--- config.mk ---
export PLATFORM = sky130hd
export DESIGN_NAME = video_timing_gen
export DESIGN_NICKNAME = d
export VERILOG_FILES = /design/src/rtl/video_pkg.sv /design/src/rtl/rst_sync.sv /design/src/rtl/video_timing_gen.sv
export SDC_FILE = /design/constraint.sdc
export NUM_CORES = 1
export LEC_CHECK = 0
export ABC_CLOCK_PERIOD_IN_PS = 3400
export BUFFER_PORTS_ARGS = -buffer_cell sky130_fd_sc_hd__clkbuf_2
export CAP_MARGIN = 20
export CORE_MARGIN = 4
export CORE_UTILIZATION = 61
export CTS_BUF_LIST = sky130_fd_sc_hd__clkbuf_8
export DETAILED_ROUTE_END_ITERATION = 8
export PLACE_DENSITY = 0.85
export SYNTH_ARGS = -nofsm -noshare
export SYNTH_HDL_FRONTEND = slang
export SYNTH_SLANG_ARGS = --single-unit
--- constraint.sdc ---
create_clock -name pixel_clk -period 3.4 [get_ports pixel_clk]
set_input_delay 0.68 -clock pixel_clk [delete_from_list [all_inputs] [get_ports pixel_clk]]
set_output_delay 0.68 -clock pixel_clk [all_outputs]
set_load 0.005 [all_outputs]
--- src/rtl/video_pkg.sv ---
// Shared video timing types and helpers for the pixel-domain blocks.
package video_pkg;

  typedef struct packed {
    int unsigned hdisp;
    int unsigned hfp;
    int unsigned hpulse;
    int unsigned hbp;
    int unsigned vdisp;
    int unsigned vfp;
    int unsigned vpulse;
    int unsigned vbp;
  } video_timing_t;

  localparam video_timing_t VT_800X480 = '{
    hdisp: 800, hfp: 40, hpulse: 48, hbp: 40,
    vdisp: 480, vfp: 13, vpulse: 3,  vbp: 29
  };

  function automatic int unsigned line_total(input int unsigned disp, input int unsigned fp,
                                             input int unsigned pulse, input int unsigned bp);
    return disp + fp + pulse + bp;
  endfunction

  function automatic int unsigned cnt_width(input int unsigned total);
    return (total < 2) ? 1 : $clog2(total);
  endfunction

endpackage

--- src/rtl/rst_sync.sv ---
// Reset synchroniser: asserts asynchronously, releases after STAGES rising edges.
module rst_sync #(
  parameter int unsigned STAGES = 2
) (
  input  logic clk,
  input  logic rst,
  output logic rst_out
);

  logic [STAGES-1:0] sync;

  always_ff @(posedge clk or posedge rst) begin
    if (rst) sync <= '1;
    else     sync <= {sync[STAGES-2:0], 1'b0};
  end

  assign rst_out = sync[STAGES-1];

endmodule

--- src/rtl/video_timing_gen.sv ---
// VGA/LCD timing generator: sync/blank/coordinates, run/stop control, line prefetch and frame count.
// Every output is registered from the next x/y so all decodes line up with the x/y they describe.
module video_timing_gen
  import video_pkg::*;
#(
  parameter int unsigned HDISP      = VT_800X480.hdisp,
  parameter int unsigned HFP        = VT_800X480.hfp,
  parameter int unsigned HPULSE     = VT_800X480.hpulse,
  parameter int unsigned HBP        = VT_800X480.hbp,
  parameter int unsigned VDISP      = VT_800X480.vdisp,
  parameter int unsigned VFP        = VT_800X480.vfp,
  parameter int unsigned VPULSE     = VT_800X480.vpulse,
  parameter int unsigned VBP        = VT_800X480.vbp,
  parameter bit          HS_POL     = 1'b0,
  parameter bit          VS_POL     = 1'b0,
  parameter int unsigned RST_STAGES = 2,
  parameter int unsigned PREFETCH   = 16
) (
  input  logic                                                 pixel_clk,
  input  logic                                                 sys_rst,
  input  logic                                                 run,
  output logic                                                 hsync,
  output logic                                                 vsync,
  output logic                                                 blank,
  output logic [cnt_width(line_total(HDISP,HFP,HPULSE,HBP))-1:0] x,
  output logic [cnt_width(line_total(VDISP,VFP,VPULSE,VBP))-1:0] y,
  output logic                                                 frame_start,
  output logic                                                 line_req,
  output logic [15:0]                                          frame_cnt,
  output logic                                                 pixel_rst
);

  localparam int unsigned HTOT = line_total(HDISP, HFP, HPULSE, HBP);
  localparam int unsigned VTOT = line_total(VDISP, VFP, VPULSE, VBP);
  localparam int unsigned HW   = cnt_width(HTOT);
  localparam int unsigned VW   = cnt_width(VTOT);

  localparam logic [HW-1:0] H_ACT    = HW'(HDISP);
  localparam logic [HW-1:0] H_SYNC_S = HW'(HDISP + HFP);
  localparam logic [HW-1:0] H_SYNC_E = HW'(HDISP + HFP + HPULSE);
  localparam logic [HW-1:0] H_LAST   = HW'(HTOT - 1);
  localparam logic [HW-1:0] H_REQ    = HW'(HTOT - PREFETCH);
  localparam logic [VW-1:0] V_ACT    = VW'(VDISP);
  localparam logic [VW-1:0] V_SYNC_S = VW'(VDISP + VFP);
  localparam logic [VW-1:0] V_SYNC_E = VW'(VDISP + VFP + VPULSE);
  localparam logic [VW-1:0] V_LAST   = VW'(VTOT - 1);

  if (HDISP < 1 || HFP < 1 || HPULSE < 1 || HBP < 1 ||
      VDISP < 1 || VFP < 1 || VPULSE < 1 || VBP < 1 ||
      RST_STAGES < 2 || PREFETCH < 1 || PREFETCH > HTOT - HDISP) begin : g_param_check
    $error("video_timing_gen: illegal timing parameters");
  end

  typedef enum logic [1:0] {IDLE, RUN, STOP} state_t;

  state_t          state, state_nxt;
  logic [HW-1:0]   x_nxt;
  logic [VW-1:0]   y_nxt, y_after;
  logic            frame_end, active_nxt;

  rst_sync #(.STAGES(RST_STAGES)) u_rst_sync (
    .clk     (pixel_clk),
    .rst     (sys_rst),
    .rst_out (pixel_rst)
  );

  always_comb begin
    state_nxt = state;
    x_nxt     = '0;
    y_nxt     = '0;
    frame_end = (x == H_LAST) && (y == V_LAST);
    case (state)
      IDLE: if (run) state_nxt = RUN;
      RUN, STOP: begin
        x_nxt = (x == H_LAST) ? '0 : x + HW'(1);
        y_nxt = (x != H_LAST) ? y : ((y == V_LAST) ? '0 : y + VW'(1));
        // Halting only takes effect at the frame boundary; run back high resumes without a gap.
        if (frame_end && !run) state_nxt = IDLE;
        else                   state_nxt = run ? RUN : STOP;
      end
      default: state_nxt = IDLE;
    endcase
    active_nxt = (state_nxt != IDLE);
    y_after    = (y_nxt == V_LAST) ? '0 : y_nxt + VW'(1);
  end

  always_ff @(posedge pixel_clk or posedge pixel_rst) begin
    if (pixel_rst) begin
      state       <= IDLE;
      x           <= '0;
      y           <= '0;
      blank       <= 1'b1;
      hsync       <= ~HS_POL;
      vsync       <= ~VS_POL;
      frame_start <= 1'b0;
      line_req    <= 1'b0;
      frame_cnt   <= '0;
    end else begin
      state       <= state_nxt;
      x           <= x_nxt;
      y           <= y_nxt;
      blank       <= !(active_nxt && x_nxt < H_ACT && y_nxt < V_ACT);
      hsync       <= (active_nxt && x_nxt >= H_SYNC_S && x_nxt < H_SYNC_E) ? HS_POL : ~HS_POL;
      vsync       <= (active_nxt && y_nxt >= V_SYNC_S && y_nxt < V_SYNC_E) ? VS_POL : ~VS_POL;
      frame_start <= active_nxt && x_nxt == '0 && y_nxt == '0;
      line_req    <= active_nxt && x_nxt == H_REQ && y_after < V_ACT;
      frame_cnt   <= frame_cnt + 16'((state != IDLE) && frame_end);
    end
  end

endmodule

==> metrics.md, run 1 <==
| Metric | Value |
|---|---|
| Setup slack, reg-to-reg | `~0.32 ns` |
| DIE WIDTH | `70.2 um` |
| Worst setup startpoint | `x[5]$_DFF_PP0_` |
| Yosys cell types | `45` |
| Max Root-Sink Buffers | `2` |
| Io pins | `45` |
| Slew HR | `58.3%` |
| Status | `complete, no violations` |
| EDFF count, synth | `0` |
| Mapped Cells | `238` |
| Max_cap viols | `0` |
| Synth Cell Area | `approximately 2400 um^2` |
| Htree depth | `2` |
| TritonCTS buffer count | `5` |
| GP Congestion | `0.860` |
| # DRC | `0` |
| Core area | `3690 um^2` |
| Fin Hold WS | `0.360 ns` |
| Layout cells sized above 1 | `24.3%` |
| Reg2Reg Depth | `8` |
| Area fraction of the dominant cell type after synthesis | `roughly 42%` |
| Finish-stage setup viols | `0` |
| RSZ-0062 raised after global routing | `false` |
| CP Capture Type | `flop` |
| Wirelength, routed | `5.06 mm` |
| Yosys reg bits | `45` |
| Count of pins over their slew limit | `0` |
| Power density cells | `464 nW/um^2` |
| Final #Nets | `a little under 300` |
| Largest cells by area after synthesis | `dfrtp_1 42%, xnor2_1 9.7%, dfstp_2 5.6%, ha_1 3.7%, nor2_1 3.5%` |
| Final worst setup slack | `0.321 ns` |
| Asr flop ratio synth | `100%` |
| Global-route wire length before repair | `8.52 mm` |
| Clock Skew | `0.00811 ns` |
| Fmax | `325 MHz` |
| Most common library cells after synthesis | `40 x dfrtp_1, 26 x xnor2_1, 22 x nor2_1` |
| Clock transition at path regs | `0.09 ns` |
| Drt wl/cell | `15.1 um` |
| Beginning of the worst hold path | `u_rst_sync.sync[0]$_DFF_PP1_` |
| Hold path depth | `0` |
| Reg2reg start | `x[5]$_DFF_PP0_` |
| Leak | `0.00125 uW` |
| Post-CTS repair timing setup buffer count | `0` |
| Tcrit/Tclk final | `90.6%` |
| Yosys warnings | `0` |
| Worst-path maximum fanout | `15` |
| Final min period | `3.08 ns` |
| Startpoint types | `flop` |
| Die Y | `between 70 and 80 um` |
| Crit path kind | `reg2reg` |
| Clock insertion delay at the later pin of the skew report | `0.31 ns` |
| CTS root buf | `clkbuf_8` |
| N_diodes | `0` |
| Largest area contributor in the netlist | `dfrtp_1` |
| Row cnt | `22` |
| Initial antenna violation count | `0` |
| Die footprint | `4930 um^2` |
| Least-Margin Pin Slew | `0.618 ns` |
| Syn avg cell area | `between 9 and 10 um^2` |
| Syn nets | `248` |
| Area growth, synth to finish | `15.9%` |
| Worst VDD drop | `~270 uV` |
| Resized cells post-CTS | `0` |
| Largest net degree at the start of global routing | `44` |
| Vias in the first global route | `1829` |
| Crit path required time | `3.65 ns` |
| DR vias | `between 1.5k and 2k` |
| Worst Path Arrival | `about 3.3 ns` |
| PortBufs | `44` |
| # hold bufs at CTS | `0` |
| Seq/Total Area, Yosys | `48.0%` |
| Clock Sink Count | `45` |
| Pre-CTS setup slack | `0.458 ns` |
| Final setup TNS | `0 ns` |
| Endpoints failing hold | `0` |
| Starting DRC count in detailed routing | `95` |
| Via density | `~5.9` |
| Post-route ant nets | `0` |
| CTS tree | `yes` |
| Most frequent cell after synthesis | `dfrtp_1` |
| Dpl hpwl | `3.84 mm` |
| DRT Pass-1 Iters | `4` |
| Hold crit path type | `reg2reg` |
| Total gr overflow | `0` |
| Worst Hold Endpoint | `u_rst_sync.sync[1]$_DFF_PP1_` |
| Main synth FF type | `dfrtp_1` |
| Tot GR Track Use | `21.7%` |
| Initial core utilization | `63.9%` |
| Worst flop-to-flop path endpoint | `frame_start$_DFF_PP0_` |
==> logic make-up after synthesis <==
family | share of synthesized area (%)
AND/OR/NAND/NOR | 25.7
AO/OA/AOI/OAI | 7.90
buffers and inverters | 3.34
flip-flops | 48.0
adder cells (fa/ha/maj) | 3.71
other | 0.159
XOR/XNOR | 11.1
==> routing by layer <==
layer / vias to the layer above / wire, um / track usage [%]
met5: - / 0 / 0
met4: 0 / 77 / 7.02
met3: 10 / 371 / 6.62
met2: 73 / 2360 / 34.5
met1: 950 / 2260 / 28.3
li1: 940 / - / -
==> layout by cell type, fill, tap and decap left out, drive strengths merged, types with 2 or more instances in the layout <==
cell type	netlist	layout
nor4bb	3	3
dfstp	5	5
nand3	16	16
dfrtp	40	40
and4	3	3
and3	7	7
clkbuf	3	49
xnor2	26	26
nor2	23	23
nand2	15	15
or3	8	8
o31ai	3	3
o21ai	6	6
nor4	8	8
nand4	7	7
buf	3	4
ha	7	7
a21oi	7	7
nand3b	3	3
o22ai	2	2
a31oi	3	3
inv	14	15
nor3	8	8
xor2	4	4
==> metrics by stage <==
step / util, % / total power [uW] / instances / area, um^2
2_1_floorplan: - / 835 / 238 / 2360
3_3_place_gp: 71.6 / 932 / 328 / 2640
3_5_place_dp: 71.6 / 939 / 328 / 2640
4_1_cts: 74.1 / 1270 / 336 / 2730
5_1_grt: 74.1 / 1350 / 336 / 2730
6_report: 74.1 / 1270 / 336 / 2730
==> power breakdown <==
part | internal, uW | switching (uW) | total [uW]
combinational | 112 | 210 | 322
sequential | 579 | 33.0 | 612
clock | 146 | 189 | 335
total | 837 | 432 | 1270
==> critical path: stages, from the launching register on <==
cell     delay, ns
dfrtp_1       0.48
or3b_4        0.45
or3_1         0.57
o21ai_1       0.43
buf_4         0.23
a21oi_4       0.04
or3_1         0.38
nor4_1        0.24
and3_1        0.19
==> area by class of cell <==
class	instances	area, um^2
Clock buffer	5	68.8
Timing Repair Buffer	48	250
Fill cell	281	956
Multi-Input combinational cell	173	1150
Inverter	14	52.6
Sequential cell	45	1130
Clock inverter	3	21.3
Tap cell	48	60.1
==> flip-flops by register name, summed over array words and instances, names as in the netlist <==
| signal | flops |
|---|---|
| state | 2 |
| line_req | 1 |
| frame_cnt | 16 |
| frame_start | 1 |
| hsync | 1 |
| vsync | 1 |
| x | 10 |
| blank | 1 |
| u_rst_sync.sync | 2 |
| y | 10 |
==> worst max-delay path by stage <==
stage / end / slack, ns / cells past startpoint
floorplan: frame_cnt[10]$_DFF_PP0_ / 0.71 / 10
global placement: frame_start$_DFF_PP0_ / 0.56 / 8
detailed placement: frame_start$_DFF_PP0_ / 0.46 / 8
CTS: frame_start$_DFF_PP0_ / 0.36 / 8
global route: frame_start$_DFF_PP0_ / 0.15 / 8
finish: frame_start$_DFF_PP0_ / 0.32 / 8
No activity file was read; power rests on OpenSTA's default activity.
==> run 2: changes to the inputs <==
--- a/config.mk
+++ b/config.mk
@@ -15,4 +15,5 @@
 export PLACE_DENSITY = 0.85
 export SYNTH_ARGS = -nofsm -noshare
 export SYNTH_HDL_FRONTEND = slang
+export SYNTH_HIERARCHICAL = 1
 export SYNTH_SLANG_ARGS = --single-unit
==> run 2 against run 1 <==
Compared with the run above: cell count fell by 0.60%; die area down 0.28%; cell area shrank 0.96%; combinational power up 5%; largest power group unchanged; via count is 1.3% lower; first-iteration DRC count increased to 2.5 times the previous value.
==> metrics.md, run 2 <==
| Metric | Value |
|---|---|
| Syn nets | `251 (was 248)` |
| Drt wl/cell | `14.9 um (was 15.1 um)` |
| Cell Chain, Critical Path | `ha_1 > nand4_1 > or4_4 > or3_1 > a21oi_2 > nand3b_2 > or3_1 > a311oi_1 (was or3b_4 > or3_1 > o21ai_1 > buf_4 > a21oi_4 > or3_1 > nor4_1 > and3_1)` |
| Largest cells by area after synthesis | `dfrtp_1 43%, xnor2_1 8.2%, dfstp_2 5.6%, nor2_1 4.0%, ha_1 3.7% (was dfrtp_1 42%, xnor2_1 9.7%, dfstp_2 5.6%, ha_1 3.7%, nor2_1 3.5%)` |
| Net Switching | `442 uW (was 432 uW)` |
| Leak | `0.00129 uW (was 0.00125 uW)` |
| Tcrit/Tclk final | `87.1% (was 90.6%)` |
| Clock transition at path regs | `0.09 ns (about the same)` |
| DIE WIDTH | `70.1 um (was 70.2 um)` |
| Synth Cell Area | `2350 um^2 (was 2360 um^2)` |
| CP most frequent cell | `or3_1 (unchanged)` |
| Largest stage delay on the critical path | `0.62 ns (was 0.57 ns)` |
| Switch share | `33.8% (was 34.0%)` |
| DRT Pass-1 Iters | `4 (unchanged)` |
| Layout cells sized above 1 | `22.0% (was 24.3%)` |
| Final setup TNS | `0 ns (unchanged)` |
| Area growth, synth to finish | `15.1% (was 15.9%)` |
| Setup slack, reg-to-reg | `0.44 ns (was 0.32 ns)` |
| PortBufs | `44 (unchanged)` |
| Wirelength, routed | `4.99 mm (was 5.06 mm)` |
| # hold bufs at CTS | `0 (unchanged)` |
| Clock power frac | `27.2% (was 26.4%)` |
| Htree depth | `2 (unchanged)` |
| Hold crit path type | `reg2async (was reg2reg)` |
| Yosys warnings | `6 (was 0)` |
| Reg2reg start | `x[0]$_DFF_PP0_ (was x[5]$_DFF_PP0_)` |
| CTS root buf | `clkbuf_8 (unchanged)` |
| Yosys reg bits | `45 (unchanged)` |
| CTS tree | `yes (unchanged)` |
| # DRC | `0 (unchanged)` |
| Largest net degree at the start of global routing | `30 (was 44)` |
| Least-Margin Pin Slew | `0.831 ns (was 0.618 ns)` |
| Crit path buffers/inverters | `0 (was 1)` |
| DR vias | `1947 (was 1973)` |
| Via density | `5.83 (was 5.87)` |
| Row cnt | `22 (unchanged)` |
| Finish-stage setup viols | `0 (unchanged)` |
| Tot GR Track Use | `21.7% (about the same)` |
| Slowest cell on crit path | `or4_4 (was or3_1)` |
| Most frequent cell after synthesis | `dfrtp_1 (unchanged)` |
| Startpoint types | `flop (unchanged)` |
| Post-CTS repair timing setup buffer count | `0 (unchanged)` |
| Initial core utilization | `63.7% (was 63.9%)` |
| GP Congestion | `0.881 (was 0.860)` |
| EDFF count, synth | `0 (unchanged)` |
| Crit path required time | `3.61 ns (was 3.65 ns)` |
| RSZ-0062 raised after global routing | `false (unchanged)` |
| Commonest non-fill, non-tap cell in the layout | `clkbuf_2 (unchanged)` |
| Fmax | `338 MHz (was 325 MHz)` |
| TritonCTS buffer count | `5 (unchanged)` |
| Regs by FF count | `frame_cnt: 16 flops, x: 10 flops, y: 10 flops (unchanged)` |
| Post-route ant nets | `0 (unchanged)` |
| Starting DRC count in detailed routing | `240 (was 95)` |
| Max_cap viols | `0 (unchanged)` |
| Dpl hpwl | `3.80 mm (was 3.84 mm)` |
| Crit path kind | `reg2reg (unchanged)` |
| Reg2Reg Depth | `8 (unchanged)` |
| Commonest cells after routing, fill and taps aside | `44 x clkbuf_2, 40 x dfrtp_1, 25 x nor2_1, 22 x xnor2_1, 19 x nand2_1 (was 44 x clkbuf_2, 40 x dfrtp_1, 26 x xnor2_1, 22 x nor2_1, 16 x nand3_1)` |
| Die footprint | `4910 um^2 (was 4930 um^2)` |
| Worst-path maximum fanout | `9 (was 15)` |
| Io pins | `45 (unchanged)` |
| Asr flop ratio synth | `100% (unchanged)` |
| Internal Pwr Total | `867 uW (was 837 uW)` |
| Global-route wire length before repair | `8.66 mm (was 8.52 mm)` |
| Register bank with the most flops | `frame_cnt (unchanged)` |
| N_diodes | `0 (unchanged)` |
| Combinational power share | `25.9% (was 25.4%)` |
| Util after Layout | `73.4% (was 74.1%)` |
| CP delay by family, top | `simple AND/OR/NAND/NOR gates (unchanged)` |
| Worst VDD drop | `397 uV (was 266 uV)` |
| Final #Nets | `295 (was 297)` |
| Worst flop-to-flop path endpoint | `line_req$_DFF_PP0_ (was frame_start$_DFF_PP0_)` |
| Resized cells post-CTS | `0 (unchanged)` |
| Total gr overflow | `0 (unchanged)` |
| Syn avg cell area | `9.76 um^2 (was 9.91 um^2)` |
| Count of pins over their slew limit | `0 (unchanged)` |
| Clock insertion delay at the later pin of the skew report | `0.30 ns (was 0.31 ns)` |
| Main synth FF type | `dfrtp_1 (unchanged)` |
| Core area | `3690 um^2 (unchanged)` |
| Largest register FFs | `16 (unchanged)` |
| Die Y | `70.1 um (was 70.2 um)` |
| Yosys cell types | `45 (unchanged)` |
| Mapped Cells | `241 (was 238)` |
| Clock Sink Count | `45 (unchanged)` |
| Area fraction of the dominant cell type after synthesis | `42.6% (was 42.4%)` |
| Initial antenna violation count | `0 (unchanged)` |
| Max Root-Sink Buffers | `2 (unchanged)` |
| CP Capture Type | `flop (unchanged)` |
| Part of the power in registers | `46.9% (was 48.3%)` |
| Most common library cells after synthesis | `40 x dfrtp_1, 25 x nor2_1, 22 x xnor2_1 (was 40 x dfrtp_1, 26 x xnor2_1, 22 x nor2_1)` |
| Largest area contributor in the netlist | `dfrtp_1 (unchanged)` |
| Final min period | `2.96 ns (was 3.08 ns)` |
| Vias in the first global route | `1831 (was 1829)` |
| Endpoints failing hold | `0 (unchanged)` |
| Status | `complete, no violations (unchanged)` |
| Worst Path Arrival | `3.17 ns (was 3.33 ns)` |
| Clock Skew | `0.00536 ns (was 0.00811 ns)` |
| Power density cells | `484 nW/um^2 (was 464 nW/um^2)` |
| Slew HR | `43.8% (was 58.3%)` |
| Seq/Total Area, Yosys | `48.2% (was 48.0%)` |
-- run 2: changes by cell type in the layout (fill, tap and decap cells not counted), moves of 3 or more --
cell	previous run	this run
xnor2_1	26	22
or3_1	8	3
and2_1	1	5
nand2_1	15	19
nor2_1	22	25
nand3b_1	3	0
buf_4	4	1
nand4b_1	1	4
xor2_1	4	7
nand3_1	16	13
nor4_1	7	4
-- run 2: stage by stage --
stage / cells / total power [uW] / hold slack, ns / area, um^2 / setup slack (ns)
2_1_floorplan: 241 / 859 / 0.345 / 2350 / 0.649
5_1_grt: 334 / 1370 / 0.368 / 2710 / 0.0472
3_5_place_dp: 326 / 954 / 0.325 / 2610 / 0.436
6_report: 334 / 1310 / 0.307 / 2710 / 0.437
3_3_place_gp: 326 / 948 / 0.314 / 2610 / 0.601
4_1_cts: 334 / 1300 / 0.333 / 2710 / 0.419
-- run 2: power groups by stage --
stage / Combinational [uW] / Sequential (uW) / Clock (uW)
CTS: 333 / 612 / 360
global placement: 329 / 619 / 0
global route: 374 / 619 / 381
finish: 339 / 614 / 356
floorplan: 241 / 618 / 0
detailed placement: 332 / 622 / 0
-- run 2: final cells by class --
class	count	area, um^2
multi-input cells	173	1130
clock buffers	6	82.6
fillers	298	982
repair buffers	45	228
clock inverters	2	17.5
flip-flops and latches	45	1130
inverters	15	56.3
well taps	48	60.1
-- run 2: worst max-delay path by stage --
stage | slack (ns) | to | cells past startpoint | from
2_1_floorplan | 0.65 | line_req$_DFF_PP0_ | 8 | x[5]$_DFF_PP0_
3_3_place_gp | 0.60 | line_req$_DFF_PP0_ | 8 | x[0]$_DFF_PP0_
3_5_place_dp | 0.44 | line_req$_DFF_PP0_ | 8 | x[0]$_DFF_PP0_
4_1_cts | 0.42 | line_req$_DFF_PP0_ | 8 | x[0]$_DFF_PP0_
5_1_grt | 0.05 | frame_cnt[10]$_DFF_PP0_ | 10 | x[0]$_DFF_PP0_
6_report | 0.44 | line_req$_DFF_PP0_ | 8 | x[0]$_DFF_PP0_
-- run 2: cells by family (layout without fill, tap and decap cells) --
| logic type | Yosys count | in the layout | synth area share (%) |
|---|---|---|---|
| XOR/XNOR | 29 | 29 | 10.8 |
| adder cells (fa/ha/maj) | 7 | 7 | 3.73 |
| AND/OR/NAND/NOR | 109 | 109 | 25.5 |
| other | 1 | 1 | 0.160 |
| buffers and inverters | 23 | 68 | 3.78 |
| flip-flops | 45 | 45 | 48.2 |
| AO/OA/AOI/OAI | 27 | 27 | 7.82 |
-- run 2: layer usage --
metal  GRT usage (%)  vias up  wire length, um
met3            5.90        8              370
met4            6.81        0               77
met1            29.7      935             2200
li1                -      924                -
met2            33.7       80             2350
met5               0        -                0
-- run 2: worst reg2reg max path, delay by kind of cell, from the launching register on --
family	cells	cell delay, ns
fa+ha+maj	1	0.24
flops	1	0.43
simple gates	5	1.75
compound gates	2	0.47
